### src/rtl/cfg_axil_master.sv
// Single-outstanding AXI4-Lite initiator: one register request in, one AW/W/B or AR/R transaction out, one response pulse back.
// Optional watchdog: define CFG_AXIL_TIMEOUT_EN to abort stuck transactions after TIMEOUT_CYCLES with code 2'b11.
module cfg_axil_master #(
  parameter int unsigned ADDR_W         = 32,
  parameter int unsigned TIMEOUT_CYCLES = 256
) (
  input  logic              clk_i,
  input  logic              rst_i,
  input  logic              req_valid_i,
  output logic              req_ready_o,
  input  logic              req_we_i,
  input  logic [ADDR_W-1:0] req_addr_i,
  input  logic [31:0]       req_wdata_i,
  input  logic [3:0]        req_wstrb_i,
  output logic              resp_valid_o,
  output logic [31:0]       resp_rdata_o,
  output logic [1:0]        resp_code_o,
  output logic              cfg_awvalid_o,
  output logic [ADDR_W-1:0] cfg_awaddr_o,
  input  logic              cfg_awready_i,
  output logic              cfg_wvalid_o,
  output logic [31:0]       cfg_wdata_o,
  output logic [3:0]        cfg_wstrb_o,
  input  logic              cfg_wready_i,
  input  logic              cfg_bvalid_i,
  input  logic [1:0]        cfg_bresp_i,
  output logic              cfg_bready_o,
  output logic              cfg_arvalid_o,
  output logic [ADDR_W-1:0] cfg_araddr_o,
  input  logic              cfg_arready_i,
  input  logic              cfg_rvalid_i,
  input  logic [31:0]       cfg_rdata_i,
  input  logic [1:0]        cfg_rresp_i,
  output logic              cfg_rready_o
);

  localparam int unsigned DATA_W = 32;
  localparam int unsigned STRB_W = 4;
  localparam int unsigned CODE_W = 2;

  if (TIMEOUT_CYCLES < 2) begin : g_bad_timeout
    $error("TIMEOUT_CYCLES must be at least 2");
  end

  typedef enum logic [2:0] {
    S_IDLE    = 3'd0,
    S_WR_REQ  = 3'd1,
    S_WR_RESP = 3'd2,
    S_RD_REQ  = 3'd3,
    S_RD_RESP = 3'd4
  } state_t;

  state_t              r_state, w_state_nxt;
  logic                r_req_ready, w_req_ready_nxt;
  logic [ADDR_W-1:0]   r_addr, w_addr_nxt;
  logic [DATA_W-1:0]   r_wdata, w_wdata_nxt;
  logic [STRB_W-1:0]   r_wstrb, w_wstrb_nxt;
  logic                r_awvalid, w_awvalid_nxt;
  logic                r_wvalid, w_wvalid_nxt;
  logic                r_aw_done, w_aw_done_nxt;
  logic                r_w_done, w_w_done_nxt;
  logic                r_bready, w_bready_nxt;
  logic                r_arvalid, w_arvalid_nxt;
  logic                r_rready, w_rready_nxt;
  logic                r_resp_valid, w_resp_valid_nxt;
  logic [DATA_W-1:0]   r_resp_rdata, w_resp_rdata_nxt;
  logic [CODE_W-1:0]   r_resp_code, w_resp_code_nxt;

  logic w_accept, w_aw_hs, w_w_hs, w_aw_done, w_w_done, w_b_hs, w_ar_hs, w_r_hs;
  logic w_timeout;

  assign w_accept  = r_req_ready & req_valid_i;
  assign w_aw_hs   = r_awvalid & cfg_awready_i;
  assign w_w_hs    = r_wvalid & cfg_wready_i;
  assign w_aw_done = r_aw_done | w_aw_hs;
  assign w_w_done  = r_w_done | w_w_hs;
  assign w_b_hs    = r_bready & cfg_bvalid_i;
  assign w_ar_hs   = r_arvalid & cfg_arready_i;
  assign w_r_hs    = r_rready & cfg_rvalid_i;

`ifdef CFG_AXIL_TIMEOUT_EN
  localparam int unsigned TMO_W = (TIMEOUT_CYCLES > 2) ? $clog2(TIMEOUT_CYCLES) : 1;
  logic [TMO_W-1:0] r_tmo_cnt;

  // Per-transaction age; a completing handshake on the expiry cycle wins.
  always_ff @(posedge clk_i) begin
    if (rst_i || r_state == S_IDLE) r_tmo_cnt <= '0;
    else                            r_tmo_cnt <= r_tmo_cnt + TMO_W'(1);
  end

  assign w_timeout = (r_state != S_IDLE) && (r_tmo_cnt == TMO_W'(TIMEOUT_CYCLES - 1))
                     && !(w_b_hs || w_r_hs);
`else
  assign w_timeout = 1'b0;
`endif

  // State register
  always_ff @(posedge clk_i) begin
    if (rst_i) r_state <= S_IDLE;
    else       r_state <= w_state_nxt;
  end

  // Next-state logic
  always_comb begin
    w_state_nxt = r_state;
    case (r_state)
      S_IDLE:    if (w_accept) w_state_nxt = req_we_i ? S_WR_REQ : S_RD_REQ;
      S_WR_REQ:  if (w_aw_done && w_w_done) w_state_nxt = S_WR_RESP;
      S_WR_RESP: if (w_b_hs) w_state_nxt = S_IDLE;
      S_RD_REQ:  if (w_ar_hs) w_state_nxt = S_RD_RESP;
      S_RD_RESP: if (w_r_hs) w_state_nxt = S_IDLE;
      default:   w_state_nxt = S_IDLE;
    endcase
    if (w_timeout) w_state_nxt = S_IDLE;
  end

  // Next values of the registered outputs
  always_comb begin
    w_req_ready_nxt  = (w_state_nxt == S_IDLE);
    w_addr_nxt       = r_addr;
    w_wdata_nxt      = r_wdata;
    w_wstrb_nxt      = r_wstrb;
    w_awvalid_nxt    = 1'b0;
    w_wvalid_nxt     = 1'b0;
    w_aw_done_nxt    = r_aw_done;
    w_w_done_nxt     = r_w_done;
    w_bready_nxt     = 1'b0;
    w_arvalid_nxt    = 1'b0;
    w_rready_nxt     = 1'b0;
    w_resp_valid_nxt = 1'b0;
    w_resp_rdata_nxt = r_resp_rdata;
    w_resp_code_nxt  = r_resp_code;
    case (r_state)
      S_IDLE: begin
        if (w_accept) begin
          w_addr_nxt    = req_addr_i;
          w_wdata_nxt   = req_wdata_i;
          w_wstrb_nxt   = req_wstrb_i;
          w_awvalid_nxt = req_we_i;
          w_wvalid_nxt  = req_we_i;
          w_arvalid_nxt = ~req_we_i;
          w_aw_done_nxt = 1'b0;
          w_w_done_nxt  = 1'b0;
        end
      end
      S_WR_REQ: begin
        w_awvalid_nxt = r_awvalid & ~w_aw_hs;
        w_wvalid_nxt  = r_wvalid & ~w_w_hs;
        w_aw_done_nxt = w_aw_done;
        w_w_done_nxt  = w_w_done;
        w_bready_nxt  = w_aw_done & w_w_done;
      end
      S_WR_RESP: begin
        w_bready_nxt = ~w_b_hs;
        if (w_b_hs) begin
          w_resp_valid_nxt = 1'b1;
          w_resp_rdata_nxt = '0;
          w_resp_code_nxt  = cfg_bresp_i;
        end
      end
      S_RD_REQ: begin
        w_arvalid_nxt = ~w_ar_hs;
        w_rready_nxt  = w_ar_hs;
      end
      S_RD_RESP: begin
        w_rready_nxt = ~w_r_hs;
        if (w_r_hs) begin
          w_resp_valid_nxt = 1'b1;
          w_resp_rdata_nxt = cfg_rdata_i;
          w_resp_code_nxt  = cfg_rresp_i;
        end
      end
      default: ;
    endcase
`ifdef CFG_AXIL_TIMEOUT_EN
    if (w_timeout) begin
      w_awvalid_nxt    = 1'b0;
      w_wvalid_nxt     = 1'b0;
      w_bready_nxt     = 1'b0;
      w_arvalid_nxt    = 1'b0;
      w_rready_nxt     = 1'b0;
      w_resp_valid_nxt = 1'b1;
      w_resp_rdata_nxt = 32'hDEAD_BEEF;
      w_resp_code_nxt  = 2'b11;
    end
`endif
  end

  // Output registers
  always_ff @(posedge clk_i) begin
    if (rst_i) begin
      r_req_ready  <= 1'b1;
      r_addr       <= '0;
      r_wdata      <= '0;
      r_wstrb      <= '0;
      r_awvalid    <= 1'b0;
      r_wvalid     <= 1'b0;
      r_aw_done    <= 1'b0;
      r_w_done     <= 1'b0;
      r_bready     <= 1'b0;
      r_arvalid    <= 1'b0;
      r_rready     <= 1'b0;
      r_resp_valid <= 1'b0;
      r_resp_rdata <= '0;
      r_resp_code  <= '0;
    end else begin
      r_req_ready  <= w_req_ready_nxt;
      r_addr       <= w_addr_nxt;
      r_wdata      <= w_wdata_nxt;
      r_wstrb      <= w_wstrb_nxt;
      r_awvalid    <= w_awvalid_nxt;
      r_wvalid     <= w_wvalid_nxt;
      r_aw_done    <= w_aw_done_nxt;
      r_w_done     <= w_w_done_nxt;
      r_bready     <= w_bready_nxt;
      r_arvalid    <= w_arvalid_nxt;
      r_rready     <= w_rready_nxt;
      r_resp_valid <= w_resp_valid_nxt;
      r_resp_rdata <= w_resp_rdata_nxt;
      r_resp_code  <= w_resp_code_nxt;
    end
  end

  assign req_ready_o   = r_req_ready;
  assign resp_valid_o  = r_resp_valid;
  assign resp_rdata_o  = r_resp_rdata;
  assign resp_code_o   = r_resp_code;
  assign cfg_awvalid_o = r_awvalid;
  assign cfg_awaddr_o  = r_addr;
  assign cfg_wvalid_o  = r_wvalid;
  assign cfg_wdata_o   = r_wdata;
  assign cfg_wstrb_o   = r_wstrb;
  assign cfg_bready_o  = r_bready;
  assign cfg_arvalid_o = r_arvalid;
  assign cfg_araddr_o  = r_addr;
  assign cfg_rready_o  = r_rready;

endmodule

### config.mk
export PLATFORM = sky130hd
export DESIGN_NAME = cfg_axil_master
export DESIGN_NICKNAME = d
export VERILOG_FILES = /design/src/rtl/cfg_axil_master.sv
export SDC_FILE = /design/constraint.sdc
export NUM_CORES = 1
export LEC_CHECK = 0
export ABC_AREA = 1
export CORE_MARGIN = 2
export CORE_UTILIZATION = 35
export DETAILED_ROUTE_END_ITERATION = 6
export HOLD_SLACK_MARGIN = 0.02
export PLACE_DENSITY = 0.89
export SLEW_MARGIN = 10
export SYNTH_ARGS = -nofsm -noshare
export SYNTH_HDL_FRONTEND = slang
export SYNTH_SLANG_ARGS = --single-unit
### constraint.sdc
create_clock -name clk_i -period 1.4 [get_ports clk_i]
set_clock_uncertainty 0.2 [all_clocks]
set_input_delay 0.35 -clock clk_i [delete_from_list [all_inputs] [get_ports clk_i]]
set_output_delay 0.35 -clock clk_i [all_outputs]
set_load 0.05 [all_outputs]
==> out/results.tsv <==
stage	metric	value	unit
routing	vias per inst	5.08	
grt	global route total overflow	0	
placement	Final GP Congestion	0.785	
worst_setup_path	slowest CP cell	dfxtp_4	
routing	DR WL/cell	20.1	um
synthesis	Yosys cell types	23	
power_and_ir_drop	share of power burned in registers	29.0	%
power_and_ir_drop	Clock power frac	27.9	%
sta	Final Slew Violations	0	
routing	drt first pass iters	5	
finish	layout cells sized above 1	51.6	%
power_and_ir_drop	VDD IR max	653	uV
synthesis	synthesized cell area	4460	um2
power_and_ir_drop	switching power total	5440	uW
clock_network	H-Tree Depth	4	
die	starting density of the core	35.7	%
power_and_ir_drop	PwrDens	1470	nW/um2
finish	Layout Nets	974	
worst_setup_path	Worst setup startpoint	r_state[0]	
worst_setup_path	critical path data required time	1.50	ns
die	die width	117	um
worst_setup_path	Crit Path Max Fanout	6	
routing	Post-route DRC	0	
die	core area	12500	um2
clock_network	CTS root buf	clkbuf_16	
synthesis	Synth warnings	0	
outcome	status	finished, violations left	
sta	setup ws final	-0.283	ns
synthesis	syn_area_per_cell	7.74	um2
finish	most frequent cells in the layout	163 x nor2_1, 150 x buf_12, 111 x clkdlybuf4s50_1	
sta	Final Hold Vio Count	0	
clock_network	Clock Pin Slew Worst Setup and Hold Paths	0.05	ns
power_and_ir_drop	post-route total power	15100	uW
routing	Vias	5316	
power_and_ir_drop	Logic pwr share	43.1	%
clock_network	Clock Latency Late Sink	0.40	ns
routing	Final Routed Wirelength	21100	um
finish	commonest non-fill, non-tap cell in the layout	nor2_1	
die	site row count	41	
worst_setup_path	reg2reg start	r_state[0]	
placement	dpl cells	972	
routing	initial DRC count	340	
grt	global-route wire length before repair	27600	um
die	I/O pins	254	
sta	Max-slew headroom	79.2	%
min_path	Hold Path Class	reg -> reg	
worst_setup_path	worst r2r path cells	9	
clock_network	Max Root-Sink Buffers	2	
worst_setup_path	critical path arrival	1.79	ns
clock_network	CTS tree	done	
clock_network	total clock sinks	114	
sta	Tmin final	1.68	ns
placement	Detail Placement HPWL	11500	um
worst_setup_path	Most common cell on crit path	buf_12	
synthesis	synthesized flop and latch total	114	
placement	I/O Buffers	253	
clock_network	cts bufs inserted	17	
grt	vias in the first global route	5272	
synthesis	Async SR Flop Fraction	0	%
sta	Slew @ Worst Pin	0.310	ns
grt	largest net degree at the start of global routing	58	
sta	setup total negative slack	-22.04	ns
placement	worst slack, placed	-0.560	ns
worst_setup_path	FF-to-FF End	cfg_wdata_o[31]	
worst_setup_path	CP Launch Type	register	
grt	antenna violations before repair	0	
worst_setup_path	worst stage delay on the critical path	0.36	ns
worst_setup_path	reg2reg setup slack	-0.28	ns
job	max_cap viols	0	
routing	DRT antenna net count	0	
sta	final critical-path share of the clock period	120	%
power_and_ir_drop	Sw Ratio	36.2	%
synthesis	post-synthesis sequential area ratio	51.1	%
synthesis	syn nets	690	
worst_setup_path	crit-path cells	inv_4 -> buf_6 -> nand3_4 -> buf_12 -> inv_8 -> buf_12 -> buf_12 -> nor2_1 -> nor2_1	
outcome	violated checks	negative setup slack	
finish	fin util	81.9	%
power_and_ir_drop	Pint	9610	uW
grt	gr usage total	26.9	%
finish	Antenna Diode Count	0	
die	full die area	13700	um2
synthesis	Mapped Cells	577	
power_and_ir_drop	LEAKAGE	0.00416	uW
worst_setup_path	Worst Setup End Kind	register	
synthesis	Synth Flop Type	dfxtp_1	
finish	Layout area overhead	130	%
finish	Non-Filler Instances	1046	
die	chip height	117	um
sta	RSZ-0062 raised after global routing	yes	
worst_setup_path	crit path kind	reg -> reg	
synthesis	Post-synth EDFFs	0	
worst_setup_path	worst setup path end	cfg_wdata_o[31]	
sta	endpoints failing setup	246	
sta	Max Freq	594	MHz
[critical path, delay by kind of cell, from the launching register on]
family,cells,cell delay [ns]
simple gates,3,0.39
flops,1,0.36
buf+inv,6,0.64
[through the flow]
step | hold WS [ns] | instance area [um2]
floorplan | 0.236 | 4610
global placement | 0.247 | 8600
detailed placement | 0.255 | 8600
CTS | 0.262 | 9760
global route | 0.294 | 10300
finish | 0.260 | 10300
[what timing repair did]
item,4_1_cts,5_1_grt
resized for setup,166,88
gates cloned,7,5
endpoints found under the setup margin,253,255
pin swaps,12,31
setup buffers,12,20
hold buffers,0,0
[logic make-up (layout without fill, tap and decap cells)]
group	Yosys count	after routing	share of synthesized area [%]
simple gates	254	257	22.7
flops	114	114	51.1
buf+inv	83	377	11.4
compound gates	126	126	14.7
[registers in the layout, indices dropped and copies added, names as in the netlist]
signal	count
resp_code_o	2
r_w_done	1
cfg_wstrb_o	4
cfg_wdata_o	32
resp_rdata_o	32
req_ready_o	1
cfg_bready_o	1
cfg_araddr_o	32
cfg_awvalid_o	1
r_aw_done	1
resp_valid_o	1
cfg_rready_o	1
cfg_wvalid_o	1
r_state	3
cfg_arvalid_o	1
[worst min-delay path by stage]
| stage | from | to | depth (start not counted) |
|---|---|---|---|
| detailed placement | r_aw_done | r_aw_done | 2 |
| finish | r_aw_done | r_aw_done | 2 |
| floorplan | r_aw_done | r_aw_done | 2 |
| global route | r_aw_done | r_aw_done | 2 |
| global placement | r_aw_done | r_aw_done | 2 |
| CTS | r_aw_done | r_aw_done | 2 |
[metal layers]
layer / vias up / track usage [%] / share of wire (%)
met5: - / 0 / 0
met4: 0 / 15.2 / 5.7
met3: 97 / 9.01 / 9.0
met2: 346 / 49.7 / 52
met1: 2473 / 26.0 / 33
li1: 2400 / - / -
[cells in the mapped netlist (2+ instances only)]
cell type  number  area (um2)
inv_2           4        15.0
clkbuf_1       18        67.6
buf_2           7        35.0
inv_1          10        37.5
nand4_1         2        12.5
nand3_1         2        10.0
o21ai_0        95         475
a21oi_2         7        61.3
dfxtp_1       114        2280
nand2_1        59         221
a21oi_1        14        70.1
buf_6           7        78.8
nand2_4         3        33.8
nor2_1        184         691
buf_4          35         263
o21ai_1         9        45.0
[power groups by stage]
stage | logic, uW | clock network, uW | registers [uW]
6_report | 6490 | 4200 | 4360
5_1_grt | 6730 | 4390 | 4400
4_1_cts | 5870 | 4180 | 4320
3_5_place_dp | 5610 | 0 | 4310
3_3_place_gp | 5520 | 0 | 4270
2_1_floorplan | 1790 | 0 | 5270
[final cells by class]
| cell class | instances | area [um2] |
|---|---|---|
| clock buffers | 28 | 527 |
| clock inverters | 4 | 45.0 |
| fillers | 631 | 2260 |
| inverters | 15 | 81.3 |
| multi-input cells | 383 | 2010 |
| flip-flops and latches | 114 | 2540 |
| well taps | 172 | 215 |
| repair buffers | 329 | 4830 |
| repair inverters | 1 | 11.3 |
Note: power is estimated with default switching activity, not from simulation.
